<file path="src/rtl/arb_pkg.sv">
// Shared types and constants for the IF/data memory port arbiter.
// Also hosts the width defaults that the pipeline constants header supplies elsewhere.
package arb_pkg;

    localparam int PC_SIZE    = 32;
    localparam int REG_SIZE   = 32;
    localparam int PERF_CNT_W = 32;

    typedef enum logic [1:0] {
        ARB_IDLE,
        ARB_ISSUE,
        ARB_WAIT,
        ARB_RESP
    } arb_state_t;

    typedef enum logic {
        ARB_PORT_IF,
        ARB_PORT_D
    } arb_port_e;

    // Counters stick at all-ones rather than wrapping.
    function automatic logic [PERF_CNT_W-1:0] sat_inc(input logic [PERF_CNT_W-1:0] v);
        return (&v) ? v : v + 1'b1;
    endfunction

endpackage

</file>
<file path="src/rtl/arb_perf_counters.sv">
// Saturating grant/conflict counters for the memory port arbiter.
// Only instantiated when ARB_PERF_EN is defined.
module arb_perf_counters
    import arb_pkg::*;
(
    input  logic                  clk,
    input  logic                  rst_n,
    input  logic                  if_grant,
    input  logic                  d_grant,
    input  logic                  conflict,
    output logic [PERF_CNT_W-1:0] if_grants,
    output logic [PERF_CNT_W-1:0] d_grants,
    output logic [PERF_CNT_W-1:0] conflicts
);

    always_ff @(posedge clk or negedge rst_n) begin
        if (!rst_n) begin
            if_grants <= '0;
            d_grants  <= '0;
            conflicts <= '0;
        end else begin
            if (if_grant) if_grants <= sat_inc(if_grants);
            if (d_grant)  d_grants  <= sat_inc(d_grants);
            if (conflict) conflicts <= sat_inc(conflicts);
        end
    end

endmodule

</file>
<file path="src/rtl/mem_port_arbiter.sv">
// Shares one single-port memory between instruction fetch and the data port.
// Data wins by default; fetch is forced through after STARVE_MAX lost rounds.
// Define ARB_PERF_EN to build the grant/conflict performance counters.
module mem_port_arbiter
    import arb_pkg::*;
#(
    parameter int ADDR_W     = PC_SIZE,
    parameter int DATA_W     = REG_SIZE,
    parameter int MEM_LAT    = 1,
    parameter int STARVE_MAX = 4
)(
    input  logic                  clk,
    input  logic                  rst_n,
    input  logic                  if_req,
    input  logic [ADDR_W-1:0]     if_addr,
    output logic                  if_ack,
    output logic [DATA_W-1:0]     if_rdata,
    input  logic                  d_req,
    input  logic                  d_rw,
    input  logic [ADDR_W-1:0]     d_addr,
    input  logic [DATA_W-1:0]     d_wdata,
    output logic                  d_ack,
    output logic [DATA_W-1:0]     d_rdata,
    output logic                  mem_en,
    output logic                  mem_rw,
    output logic [ADDR_W-1:0]     mem_addr,
    output logic [DATA_W-1:0]     mem_wdata,
    input  logic [DATA_W-1:0]     mem_rdata,
    output logic [PERF_CNT_W-1:0] perf_if_grants,
    output logic [PERF_CNT_W-1:0] perf_d_grants,
    output logic [PERF_CNT_W-1:0] perf_conflicts
);

    localparam logic [3:0] STARVE_LIM = 4'(STARVE_MAX);
    localparam logic [2:0] LAT_INIT   = 3'(MEM_LAT - 1);

    arb_state_t  state_q, state_d;
    arb_port_e   winner_q, winner_d;
    logic [3:0]  starve_q, starve_d;
    logic [2:0]  lat_q, lat_d;
    logic        mem_en_d, mem_rw_d;
    logic [ADDR_W-1:0] mem_addr_d;
    logic [DATA_W-1:0] mem_wdata_d, if_rdata_d, d_rdata_d;

    logic any_req, d_wins;

    assign any_req = if_req | d_req;
    // A starved fetch overrides data priority only when both are asking.
    assign d_wins  = d_req && !(if_req && (starve_q == STARVE_LIM));

    always_ff @(posedge clk or negedge rst_n) begin
        if (!rst_n) begin
            state_q   <= ARB_IDLE;
            winner_q  <= ARB_PORT_IF;
            starve_q  <= '0;
            lat_q     <= '0;
            mem_en    <= 1'b0;
            mem_rw    <= 1'b0;
            mem_addr  <= '0;
            mem_wdata <= '0;
            if_rdata  <= '0;
            d_rdata   <= '0;
        end else begin
            state_q   <= state_d;
            winner_q  <= winner_d;
            starve_q  <= starve_d;
            lat_q     <= lat_d;
            mem_en    <= mem_en_d;
            mem_rw    <= mem_rw_d;
            mem_addr  <= mem_addr_d;
            mem_wdata <= mem_wdata_d;
            if_rdata  <= if_rdata_d;
            d_rdata   <= d_rdata_d;
        end
    end

    always_comb begin
        state_d     = state_q;
        winner_d    = winner_q;
        starve_d    = starve_q;
        lat_d       = lat_q;
        mem_en_d    = mem_en;
        mem_rw_d    = mem_rw;
        mem_addr_d  = mem_addr;
        mem_wdata_d = mem_wdata;
        if_rdata_d  = if_rdata;
        d_rdata_d   = d_rdata;

        case (state_q)
            ARB_IDLE: begin
                mem_en_d = 1'b0;
                if (any_req) begin
                    mem_en_d = 1'b1;
                    state_d  = ARB_ISSUE;
                    if (d_wins) begin
                        winner_d    = ARB_PORT_D;
                        mem_rw_d    = d_rw;
                        mem_addr_d  = d_addr;
                        mem_wdata_d = d_wdata;
                        if (if_req && (starve_q < STARVE_LIM))
                            starve_d = starve_q + 4'd1;
                    end else begin
                        winner_d    = ARB_PORT_IF;
                        mem_rw_d    = 1'b0;
                        mem_addr_d  = if_addr;
                        mem_wdata_d = '0;
                        starve_d    = '0;
                    end
                end
            end
            ARB_ISSUE: begin
                mem_en_d = 1'b0;
                lat_d    = LAT_INIT;
                state_d  = ARB_WAIT;
            end
            ARB_WAIT: begin
                if (lat_q == '0) begin
                    if (winner_q == ARB_PORT_IF) if_rdata_d = mem_rdata;
                    else                         d_rdata_d  = mem_rw ? '0 : mem_rdata;
                    state_d = ARB_RESP;
                end else begin
                    lat_d = lat_q - 3'd1;
                end
            end
            ARB_RESP: state_d = ARB_IDLE;
            default:  state_d = ARB_IDLE;
        endcase
    end

    // Acks are decoded from registered state, so reset clears them at once.
    assign if_ack = (state_q == ARB_RESP) && (winner_q == ARB_PORT_IF);
    assign d_ack  = (state_q == ARB_RESP) && (winner_q == ARB_PORT_D);

`ifdef ARB_PERF_EN
    logic if_grant, d_grant, conflict;

    assign if_grant = (state_q == ARB_IDLE) && any_req && !d_wins;
    assign d_grant  = (state_q == ARB_IDLE) && d_wins;
    assign conflict = (state_q == ARB_IDLE) && if_req && d_req;

    arb_perf_counters u_perf (
        .clk       (clk),
        .rst_n     (rst_n),
        .if_grant  (if_grant),
        .d_grant   (d_grant),
        .conflict  (conflict),
        .if_grants (perf_if_grants),
        .d_grants  (perf_d_grants),
        .conflicts (perf_conflicts)
    );
`else
    assign perf_if_grants = '0;
    assign perf_d_grants  = '0;
    assign perf_conflicts = '0;
`endif

endmodule

</file>
<file path="config.mk">
export PLATFORM = sky130hd
export DESIGN_NAME = mem_port_arbiter
export DESIGN_NICKNAME = d
export VERILOG_FILES = /design/src/rtl/arb_pkg.sv /design/src/rtl/arb_perf_counters.sv /design/src/rtl/mem_port_arbiter.sv
export SDC_FILE = /design/constraint.sdc
export NUM_CORES = 1
export LEC_CHECK = 0
export CORE_AREA = 2 2 142 144
export CTS_CLUSTER_SIZE = 28
export DETAILED_ROUTE_END_ITERATION = 16
export DIE_AREA = 0 0 144 146
export PLACE_DENSITY = 0.72
export SLEW_MARGIN = 25
export SYNTH_ARGS = -nofsm -noshare
export SYNTH_HDL_FRONTEND = slang
export SYNTH_HIERARCHICAL = 1
export SYNTH_SLANG_ARGS = --single-unit
</file>
<file path="constraint.sdc">
create_clock -name clk -period 2.5 [get_ports clk]
set_clock_uncertainty 0.15 [all_clocks]
set_input_delay 0.625 -clock clk [delete_from_list [all_inputs] [get_ports clk]]
set_output_delay 0.625 -clock clk [all_outputs]
set_load 0.05 [all_outputs]
</file>
Word level (Yosys, flattened, before mapping)
Index checks and enable logic that the tools add are counted.
{"block": "word_totals", "regBits": 140, "inputBits": 133, "output_inout_bits": 228, "elab_cells": 53}
{"block": "classes", "add_sub_neg": 2, "magnitude_cmp": 1, "n_eq_ne": 8, "mux": 14, "bitwise": 2, "n_reduce_logical": 16}
{"cell": "32-bit 2-to-1 mux", "count": 3}
{"cell": "3-bit AND reduction", "count": 3}
{"cell": "4-bit 2-to-1 mux", "count": 2}
{"cell": "2-bit case mux with 4 select lines", "count": 1}
{"cell": "2-bit != test (second input constant)", "count": 3}
{"cell": "3-bit case mux with 2 select lines", "count": 1}
{"cell": "2-bit AND reduction", "count": 3}
{"cell": "1-bit logical AND", "count": 5}
{"cell": "4-bit by 1-bit adder with 4-bit output (second input constant)", "count": 1}
{"cell": "2-bit equality test (second input constant)", "count": 2}
{"cell": "4-bit by 3-bit equality test with 1-bit output (second input constant)", "count": 1}
{"cell": "4-bit by 3-bit < comparator with 1-bit output (second input constant)", "count": 1}
{"cell": "2-bit 2-to-1 mux", "count": 2}
{"cell": "2-bit nonzero test", "count": 2}
{"cell": "3-bit zero test", "count": 1}
{"cell": "1-bit 2-to-1 mux", "count": 3}
{"cell": "3-bit 2-to-1 mux", "count": 1}
{"cell": "3-bit by 1-bit subtractor with 3-bit output (second input constant)", "count": 1}
{"cell": "2-bit by 1-bit equality test with 1-bit output (second input constant)", "count": 1}
{"cell": "2-bit zero test", "count": 1}
{"cell": "2-bit by 1-bit != test with 1-bit output (second input constant)", "count": 1}
{"cell": "1-bit case mux with 2 select lines", "count": 1}
{"cell": "1-bit zero test", "count": 1}
{"cell": "1-bit NOT", "count": 1}
{"cell": "1-bit bitwise OR", "count": 1}

Logic depth before layout (Yosys ltp)
Gate-level depths: netlist (run 1).
{"block": "logic_depth", "word_depth": 6, "depth_mapped": 8}

Least setup slack after synthesis (run 1)
No wires, ideal clock.
{"block": "synth_path", "kind": "reg2out", "startpoint": "register state_q[0]", "endpoint": "output port if_ack", "arrival_time_ps": 1237, "required_time_ps": 1725, "path_slack_ps": 488, "stages_incl_launch_ff": 3, "path_buffers": 0, "path_cell_list": "dfrtp_1 ha_1 nor2b_1"}
{"block": "synth_via", "elab_chain_len": 2}
{"element": "start, declared", "line_no": "mem_port_arbiter.sv:37", "source": "arb_state_t state_q, state_d;"}
{"element": "start signal, assigned", "line_no": "mem_port_arbiter.sv:64", "source": "state_q <= state_d;"}
{"element": "2-bit equality test", "line_no": "mem_port_arbiter.sv:131", "source": "assign if_ack = (state_q == ARB_RESP) && (winner_q == ARB_PORT_IF);"}
{"element": "1-bit logical AND", "line_no": "mem_port_arbiter.sv:131"}
{"element": "end, declared", "line_no": "mem_port_arbiter.sv:16", "source": "output logic if_ack,"}
Every way passes these cells.

Worst setup path after layout (run 1)
{"block": "layout_path", "startpoint": "register if_rdata[22]", "endpoint": "output port if_rdata[22]"}
{"element": "start, declared", "line_no": "mem_port_arbiter.sv:17", "source": "output logic [DATA_W-1:0] if_rdata,"}
{"element": "start signal, assigned", "line_no": "mem_port_arbiter.sv:72", "source": "if_rdata <= if_rdata_d;"}
No word-level cell between the ends.

==> impl_summary.md, run 1 <==
Outcome
The run finished with clean final reports.

Worst setup path
Walking the worst path, the cells encountered are clkdlybuf4s50_1. STA puts the critical path data arrival time at roughly 1600 ps. The largest stage delay on the critical path is 820 ps. The number of buffers and inverters on the critical path is 1.

The launching element type of the critical path is a flop. At the worst endpoint, the required time is 1730 ps. The type of element capturing the critical path is an output pin.

The largest fanout on the critical path is 2. On the critical path, the stage with the largest delay is an instance of sky130_fd_sc_hd__clkdlybuf4s50_1. By startpoint and endpoint, the worst setup path is classified as reg2out. Among cell families on the critical path, the largest total delay comes from buffers and inverters.

Synthesis
The top-area cell type share of the netlist area is 0.531. Yosys mapped a number of flops with a built-in enable equal to 0. The primary flip-flop cell chosen by synthesis mapping is sky130_fd_sc_hd__dfrtp_1. The leading cell type by number of instances after synthesis is sky130_fd_sc_hd__dfrtp_1. The Yosys step of the flow raised 6 warnings. The count of different cell masters after synthesis is 30. Of all flip-flops after synthesis, the portion carrying an async set or reset was 1.00. In the post-synthesis netlist, the biggest area contributors are sky130_fd_sc_hd__dfrtp_1 53%, sky130_fd_sc_hd__buf_4 11%, sky130_fd_sc_hd__mux2_4 6.8%. The area of the mapped netlist is 6600 µm².

For this run, the register share of the synthesized area comes to 0.531. In the synthesized netlist, the number of instances is 613. Counting instances in the post-synthesis netlist gives the leading cell types as 140 x sky130_fd_sc_hd__dfrtp_1, 97 x sky130_fd_sc_hd__buf_4, 71 x sky130_fd_sc_hd__nand2_1. The dominant cell type by area after synthesis is sky130_fd_sc_hd__dfrtp_1. The average instance in the mapped netlist occupies 10.8 µm². The register bit count reported by yosys is 140.

Global routing
The pin count of the biggest net entering global routing is 57. The total overflow left after global routing is 0. The number of global-route vias before repair is between 4000 and 5000. The first global-routing pass estimated around 27 mm of wire. In the global route stage, overall resource usage came out at 0.161.

The number of antenna violations at the first check in global routing is 0.

Floorplan
The floorplan die width is 144 µm. ~360 I/O pins were placed. After floorplanning, the core was sized to cover 19300 µm². The die covers roughly 21000 µm². The initial core utilization is 0.341.

The cell row count is 51. From bottom edge to top edge, the die measures 146 µm.

Clocking
Once the clock tree was built, the resizer swapped 0 gates to a different size. In this run, CTS created clock tree buffers numbering 17. The clock passes through at most 2 buffers. The clock input transition at the sequential cells of the worst setup and hold paths is 70 ps. At the later pin of the worst-skew pair, clock insertion delay measures 410 ps.

The TritonCTS clock tree is built. The post-CTS setup-driven buffer insertion count is 0. The H-tree generated during clock tree synthesis spans 4 levels. After clock tree synthesis, the flow added hold-fix buffers numbering 0. The cell sitting at the root of the clock tree is a sky130_fd_sc_hd__clkbuf_16. For this design, the sink count on the clock tree is 140.

STA
The final clock period utilization by the worst path is 0.964. The number of hold-slack violations in the final timing report is 0. The final-layout setup total negative slack is 0 ps. For this run, the top clock speed supported by timing is 415 MHz. Hold is met by 30.9 ps. Headroom to the max-slew limit came out at 0.632. For the pin with the worst max-slew slack, the measured transition is 550 ps. The clock period minus final worst setup slack is 2410 ps. Setup repair after global routing left no endpoint under its margin. The final count of negative-setup-slack endpoints is 0. The max-slew violation count was 0.

Layout
The share of final-layout standard cells stronger than drive strength 1 is 0.0980. The net count of the finished layout is 1017. The number of filler instances in the final layout is 1718. The number of antenna diodes in the final layout is 0. Compared with the post-synthesis result, the final layout area differs by 49.1%.

Job
Across the run, the number of max-cap violations was 0.

Worst hold path
The path type of the worst min-delay path is in2async.

Drt
Dividing the detail-routed wire length by the instance count gives around 15 µm. The detailed router placed 5031 vias in this run. The total routed wirelength is between 15 and 20 mm. The count of antenna-violating nets left after detailed routing is 0.

The first-pass iteration count of the detailed router is 4. In the routed design, unresolved DRC markers number 0. The routed via count divided by cell count is about 4.4. The iteration-0 DRC count of the detailed router is about 140.

Placement
The placer's final routability congestion estimate is between 0.7 and 0.8. Detailed placement finished with a half-perimeter wire length of 12.4 mm. During placement, the flow inserted port buffers numbering 264.

Power and ir drop
The leakage dissipation is about 4.5 nW. The cell area power density is between 1500 and 2000 nW/µm². The worst-case vdd ir drop is ~810 µV.
where the power goes:
part           switching, mW  total (mW)  internal, mW
logic                   5.60        8.72          3.12
registers              0.597        3.91          3.31
clock network           1.08        2.62          1.54
routing by layer:
metal  track usage  up-vias  part of all wire
met5             0        -                 0
met4        0.0618        0             0.015
met3        0.0451       15             0.079
met2         0.266      228              0.49
met1         0.200     2408              0.42
li1              -     2380                 -
flip-flops by register name, summed over array words and instances, names as in the netlist:
register and count:
starve_q 4, mem_addr 32, mem_wdata 32, winner_q 1, lat_q 3, mem_en 1, if_rdata 32, mem_rw 1
d_rdata 32, state_q 2
path summary, 6_finish.rpt:
path | slack, ps | start | cells after the start | endpoint
max | 90 | if_rdata[22] | 1 | if_rdata[22]
max in group asynchronous | 1560 | rst_n | 2 | starve_q[2]
max reg2reg | 510 | state_q[0] | 6 | if_rdata[13]
min reg2reg | 330 | lat_q[2] | 2 | lat_q[2]
min in group clk | 330 | lat_q[2] | 2 | lat_q[2]
min | 30 | rst_n | 1 | d_rdata[22]
cell type report:
class,instances,area [µm²],share of cell area
Sequential cell,140,3500,0.356
Inverter,7,26.3,0.00267
Timing Repair Buffer,278,2850,0.290
Multi-Input combinational cell,431,2510,0.255
Tap cell,265,332,0.0337
Clock inverter,14,175,0.0178
Clock buffer,18,439,0.0446
cells in the final DEF, fill, tap and decap left out, types with 5 or more instances in the layout:
cell type / n
sky130_fd_sc_hd__dfrtp_1: 140
sky130_fd_sc_hd__clkdlybuf4s50_1: 259
sky130_fd_sc_hd__o21ai_0: 32
sky130_fd_sc_hd__nand2_1: 71
sky130_fd_sc_hd__a22o_1: 34
sky130_fd_sc_hd__nor2_1: 34
sky130_fd_sc_hd__ha_1: 9
sky130_fd_sc_hd__mux2_4: 30
sky130_fd_sc_hd__conb_1: 96
sky130_fd_sc_hd__buf_4: 9
sky130_fd_sc_hd__a21oi_1: 64
sky130_fd_sc_hd__clkbuf_16: 17
sky130_fd_sc_hd__buf_12: 9
sky130_fd_sc_hd__inv_8: 5
sky130_fd_sc_hd__inv_1: 7
sky130_fd_sc_hd__nand2b_1: 33
sky130_fd_sc_hd__o21ai_1: 6
cells by family after synthesis:
family	count (synthesis)	share of synthesized area
AOI/OAI and AO/OA	140	0.127
adders and majority gates	9	0.0171
buffers and inverters	137	0.145
DFF	140	0.531
muxes	34	0.0749
other	1	0.000568
and+or+nand+nor	152	0.105
stage by stage:
step           cells  worst slack, ps  power (mW)  utilization  instance area (µm²)
2_1_floorplan    708              488        9.91            -                 6960
3_3_place_gp    1121              257        12.6        0.477                 9230
3_5_place_dp    1121              174        12.7        0.477                 9230
4_1_cts         1153             56.5        15.4        0.509                 9840
5_1_grt         1153             28.6        16.0        0.509                 9840
6_report        1153             90.5        15.3        0.509                 9840
No activity file was read; power rests on OpenSTA's default activity.
==> run 2, diff against run 1 <==
- TNS_END_PERCENT: default -> 5
==> results of run 2 <==
Final layout, timing and power as in run 1 (identical DEF).
==> variant 1: new RTL, settings of run 2 <==
Encoding of `arb_state_t`: now one-hot (4 bits for 4 states).
--- a/src/rtl/arb_pkg.sv
+++ b/src/rtl/arb_pkg.sv
@@ -7,9 +7,9 @@
     localparam int PERF_CNT_W = 32;
 
-    typedef enum logic [1:0] {
-        ARB_IDLE,
-        ARB_ISSUE,
-        ARB_WAIT,
-        ARB_RESP
+    typedef enum logic [3:0] {
+        ARB_IDLE  = 4'b0001,
+        ARB_ISSUE = 4'b0010,
+        ARB_WAIT  = 4'b0100,
+        ARB_RESP  = 4'b1000
     } arb_state_t;
 
Formal check against the unedited RTL: no difference found for any inputs over 4 cycles, from zero or initial values and one cycle with rst_n low; so few cycles prove little.
==> variant 1 against run 2 <==
  * Synthesized cell count up 0.16%
  * First-iteration DRC count is 7.8% higher
  * Final area rose by 2.4%
  * Final cell count up 0.69%
  * Sequential cell count up 2
  * Global-route usage is 0.92 points higher
  * Synthesized area grew 2.0%
  * Power is 2.9% higher
  * Routed wire length increased by 4.8%
  * Die area unchanged
  * Worst setup slack lost 18 ps
  * Maximum frequency down 0.74%
  * Largest power group unchanged
==> variant 1: results (changes against run 2) <==
worst hold-check path type=register to register (was input pin to asynchronous set/reset pin); status=complete, no violations (unchanged); fin util=0.521 (was 0.509); Worst VDD drop=0.801 mV (was 0.812 mV); clock sinks=142 (was 140); Adder-Cell Fraction of Synth Area=0.00743 (was 0.0171); syn_area_per_cell=11.0 um^2 (was 10.8 um^2); post-synthesis sequential area ratio=0.528 (was 0.531); Layout clock area frac=0.0602 (was 0.0624); share of layout cells above drive strength 1=0.136 (was 0.0980); buffering overhead=0.291 (was 0.290); clock buffers=19 (was 18); M3 GR Usage=0.0612 (was 0.0451); post-DP HPWL=13.0 mm (was 12.4 mm); reg2reg start=state_q[2] (was state_q[0]); met1 usage=0.207 (was 0.200); first-pass GRT wire length=27.9 mm (was 26.6 mm); mux contribution to synthesized area=0.0767 (was 0.0749); largest net degree at the start of global routing=65 (was 57); Synth Area in Compound Gates=0.135 (was 0.127); fin nets=1020 (was 1017); GR Layer Usage met2=0.279 (was 0.266); Initial DRC Count=152 (was 141); multi-input gates=430 (was 431); Post-Place Cell Area=9450 um^2 (was 9230 um^2); r2r endpoint=if_rdata[22] (was if_rdata[13]); Non-clk bufs=285 (was 278)
variant 1: power by group:
group | internal, uW | switching [uW] | leakage (uW) | total, uW
clock network | 1550 | 1050 | 0.000296 | 2600
logic | 3220 | 5790 | 0.00260 | 9010
registers | 3410 | 676 | 0.00168 | 4090
variant 1: how the worst max path moves through the flow:
stage	startpoint	to	slack (ps)	cells after the start
after global routing	mem_wdata[0]	mem_wdata[0]	20	1
after floorplan	state_q[1]	if_ack	110	2
after detailed placement	d_req	mem_addr[30]	-30	7
final	mem_wdata[0]	mem_wdata[0]	70	1
after global placement	d_req	starve_q[0]	20	6
after CTS	state_q[1]	if_ack	8	3
variant 1: repair_timing:
| item | 4_1_cts | 5_1_grt |
|---|---|---|
| setup endpoints to repair | 1 | 1 |
| hold buffers | 1 | 0 |
| hold endpoints to repair | 33 | 0 |
| gates cloned | 0 | 0 |
| pin swaps | 0 | 1 |
| gates resized for setup | 1 | 1 |
==> variant 2: new RTL, flow settings as in run 2 <==
Made on the original files. The package constant `PERF_CNT_W` goes from 32 to 64.
--- a/src/rtl/arb_pkg.sv
+++ b/src/rtl/arb_pkg.sv
@@ -5,5 +5,5 @@
     localparam int PC_SIZE    = 32;
     localparam int REG_SIZE   = 32;
-    localparam int PERF_CNT_W = 32;
+    localparam int PERF_CNT_W = 64;
 
     typedef enum logic [1:0] {
Interface: changed (resized perf_conflicts, perf_d_grants and perf_if_grants); port bits go from 361 to 457. The function was not compared with the original's and may differ.
==> variant 2 against run 2 <==
  * Power up 1.3%
  * Sequential cell count unchanged
  * Synthesized area up 11%
  * Combinational power up 4.1%
  * Global-route usage up 0.63 points
  * Final area up 3.5%
  * Routed wire length up 5.0%
  * Worst setup slack worse by 0.88 ps
  * Highest routed layer unchanged
==> variant 2: results (changes against run 2) <==
worst hold-check path type=register to register (was input pin to asynchronous set/reset pin); WL per Instance=14.3 um (was 14.8 um); most instantiated cells after synthesis=buf_4 (193), dfrtp_1 (140), nand2_1 (71) (was dfrtp_1 (140), buf_4 (97), nand2_1 (71)); Reg2Reg Setup Slack=410 ps (was 510 ps); DR vias=5243 (was 5031); fin nets=1116 (was 1017); CP max stage delay=860 ps (was 820 ps); CTS Buffer Depth=2 (unchanged); Relative slew margins=0.614 (was 0.632); post-DP HPWL=13.2 mm (was 12.4 mm); Tmin final=2410 ps (about the same); clk slew on worst S/H paths=70 ps (about the same); pre-CTS setup slack=265 ps (was 174 ps); H-tree level count=4 (unchanged); yosys warns=6 (unchanged); placer congestion estimate=0.769 (was 0.749); status=complete, no violations (unchanged); Initial DRC Count=212 (was 141); family with the most delay on the worst path=buffers and inverters (unchanged); Worst VDD drop=0.857 mV (was 0.812 mV); share of layout cells above drive strength 1=0.0871 (was 0.0980); drt pass-1 iters=6 (was 4); GRT Resource Usage Total=0.168 (was 0.161); CP Capture Point=mem_wdata[7] (was if_rdata[22]); hold_buf cts=1 (was 0); CP startpoint=mem_wdata[7] (was if_rdata[22]); first-pass GRT wire length=27.7 mm (was 26.6 mm); r2r endpoint=if_rdata[17] (was if_rdata[13]); Area contributors post-synth=dfrtp_1 (48%), buf_4 (20%), mux2_4 (6.2%) (was dfrtp_1 (53%), buf_4 (11%), mux2_4 (6.8%)); Yosys cell types=30 (unchanged); largest net degree at the start of global routing=67 (was 57); Inserted Diodes=0 (unchanged); filler instances=1747 (was 1718)
==> variant 2: cell types whose count changed in the layout (fill, tap and decap cells not counted), sizes merged <==
cell,run 2,this run
bufinv,2,1
buf,19,20
conb,96,192
clkinv,2,0
clkbuf,18,20
clkinvlp,2,3
dlygate4sd3,0,1
clkdlybuf4s50,259,260
==> variant 2: area by class of cell <==
type | count | share of cell area
Multi-Input combinational cell | 527 | 0.282
Clock inverter | 12 | 0.0125
Tap cell | 265 | 0.0325
Inverter | 7 | 0.00258
Clock buffer | 20 | 0.0438
Timing Repair Buffer | 281 | 0.283
Sequential cell | 140 | 0.344
==> variant 2: how the worst min path moves through the flow <==
stage	cells after the start	slack (ps)	endpoint
6_report	2	330	d_rdata[5]
5_1_grt	2	350	d_rdata[10]
4_1_cts	2	330	d_rdata[0]
3_5_place_dp	2	320	d_rdata[24]
3_3_place_gp	2	310	d_rdata[15]
2_1_floorplan	0	180	d_rdata[0]
==> variant 2: report_power, final <==
| part | switching (uW) | internal [uW] | leakage (uW) |
|---|---|---|---|
| clock | 1050 | 1430 | 0.000273 |
| combinational | 5950 | 3130 | 0.00280 |
| sequential | 582 | 3310 | 0.00170 |
==> variant 2: stage by stage <==
stage          cells  power [uW]  area, um^2  utilization
2_1_floorplan    900       10300        8040            -
3_3_place_gp    1219       12900        9600        0.497
3_5_place_dp    1219       13000        9600        0.497
4_1_cts         1252       15600       10200        0.527
5_1_grt         1252       16200       10200        0.527
6_report        1252       15500       10200        0.527
==> variant 2: worst min-delay path, cell delays in order (launching register included) <==
cell	delay, ps
dfrtp_1	340
nand2_1	50
o21ai_0	60
==> variant 2: kinds of logic after synthesis <==
| kind of cell | count (synthesis) | share of synthesized area |
|---|---|---|
| fa+ha+maj | 9 | 0.0154 |
| flops | 140 | 0.478 |
| compound gates | 140 | 0.114 |
| other cells | 1 | 0.000512 |
| buf+inv | 233 | 0.229 |
| simple gates | 152 | 0.0943 |
| mux | 34 | 0.0675 |
==> variant 2: metal layers <==
| layer | share of wire | GRT usage | wire length, um |
|---|---|---|---|
| met1 | 0.41 | 0.204 | 7280 |
| met2 | 0.50 | 0.280 | 8940 |
| met3 | 0.082 | 0.0615 | 1470 |
| met4 | 0.010 | 0.0456 | 181 |
| met5 | 0 | 0 | 0 |
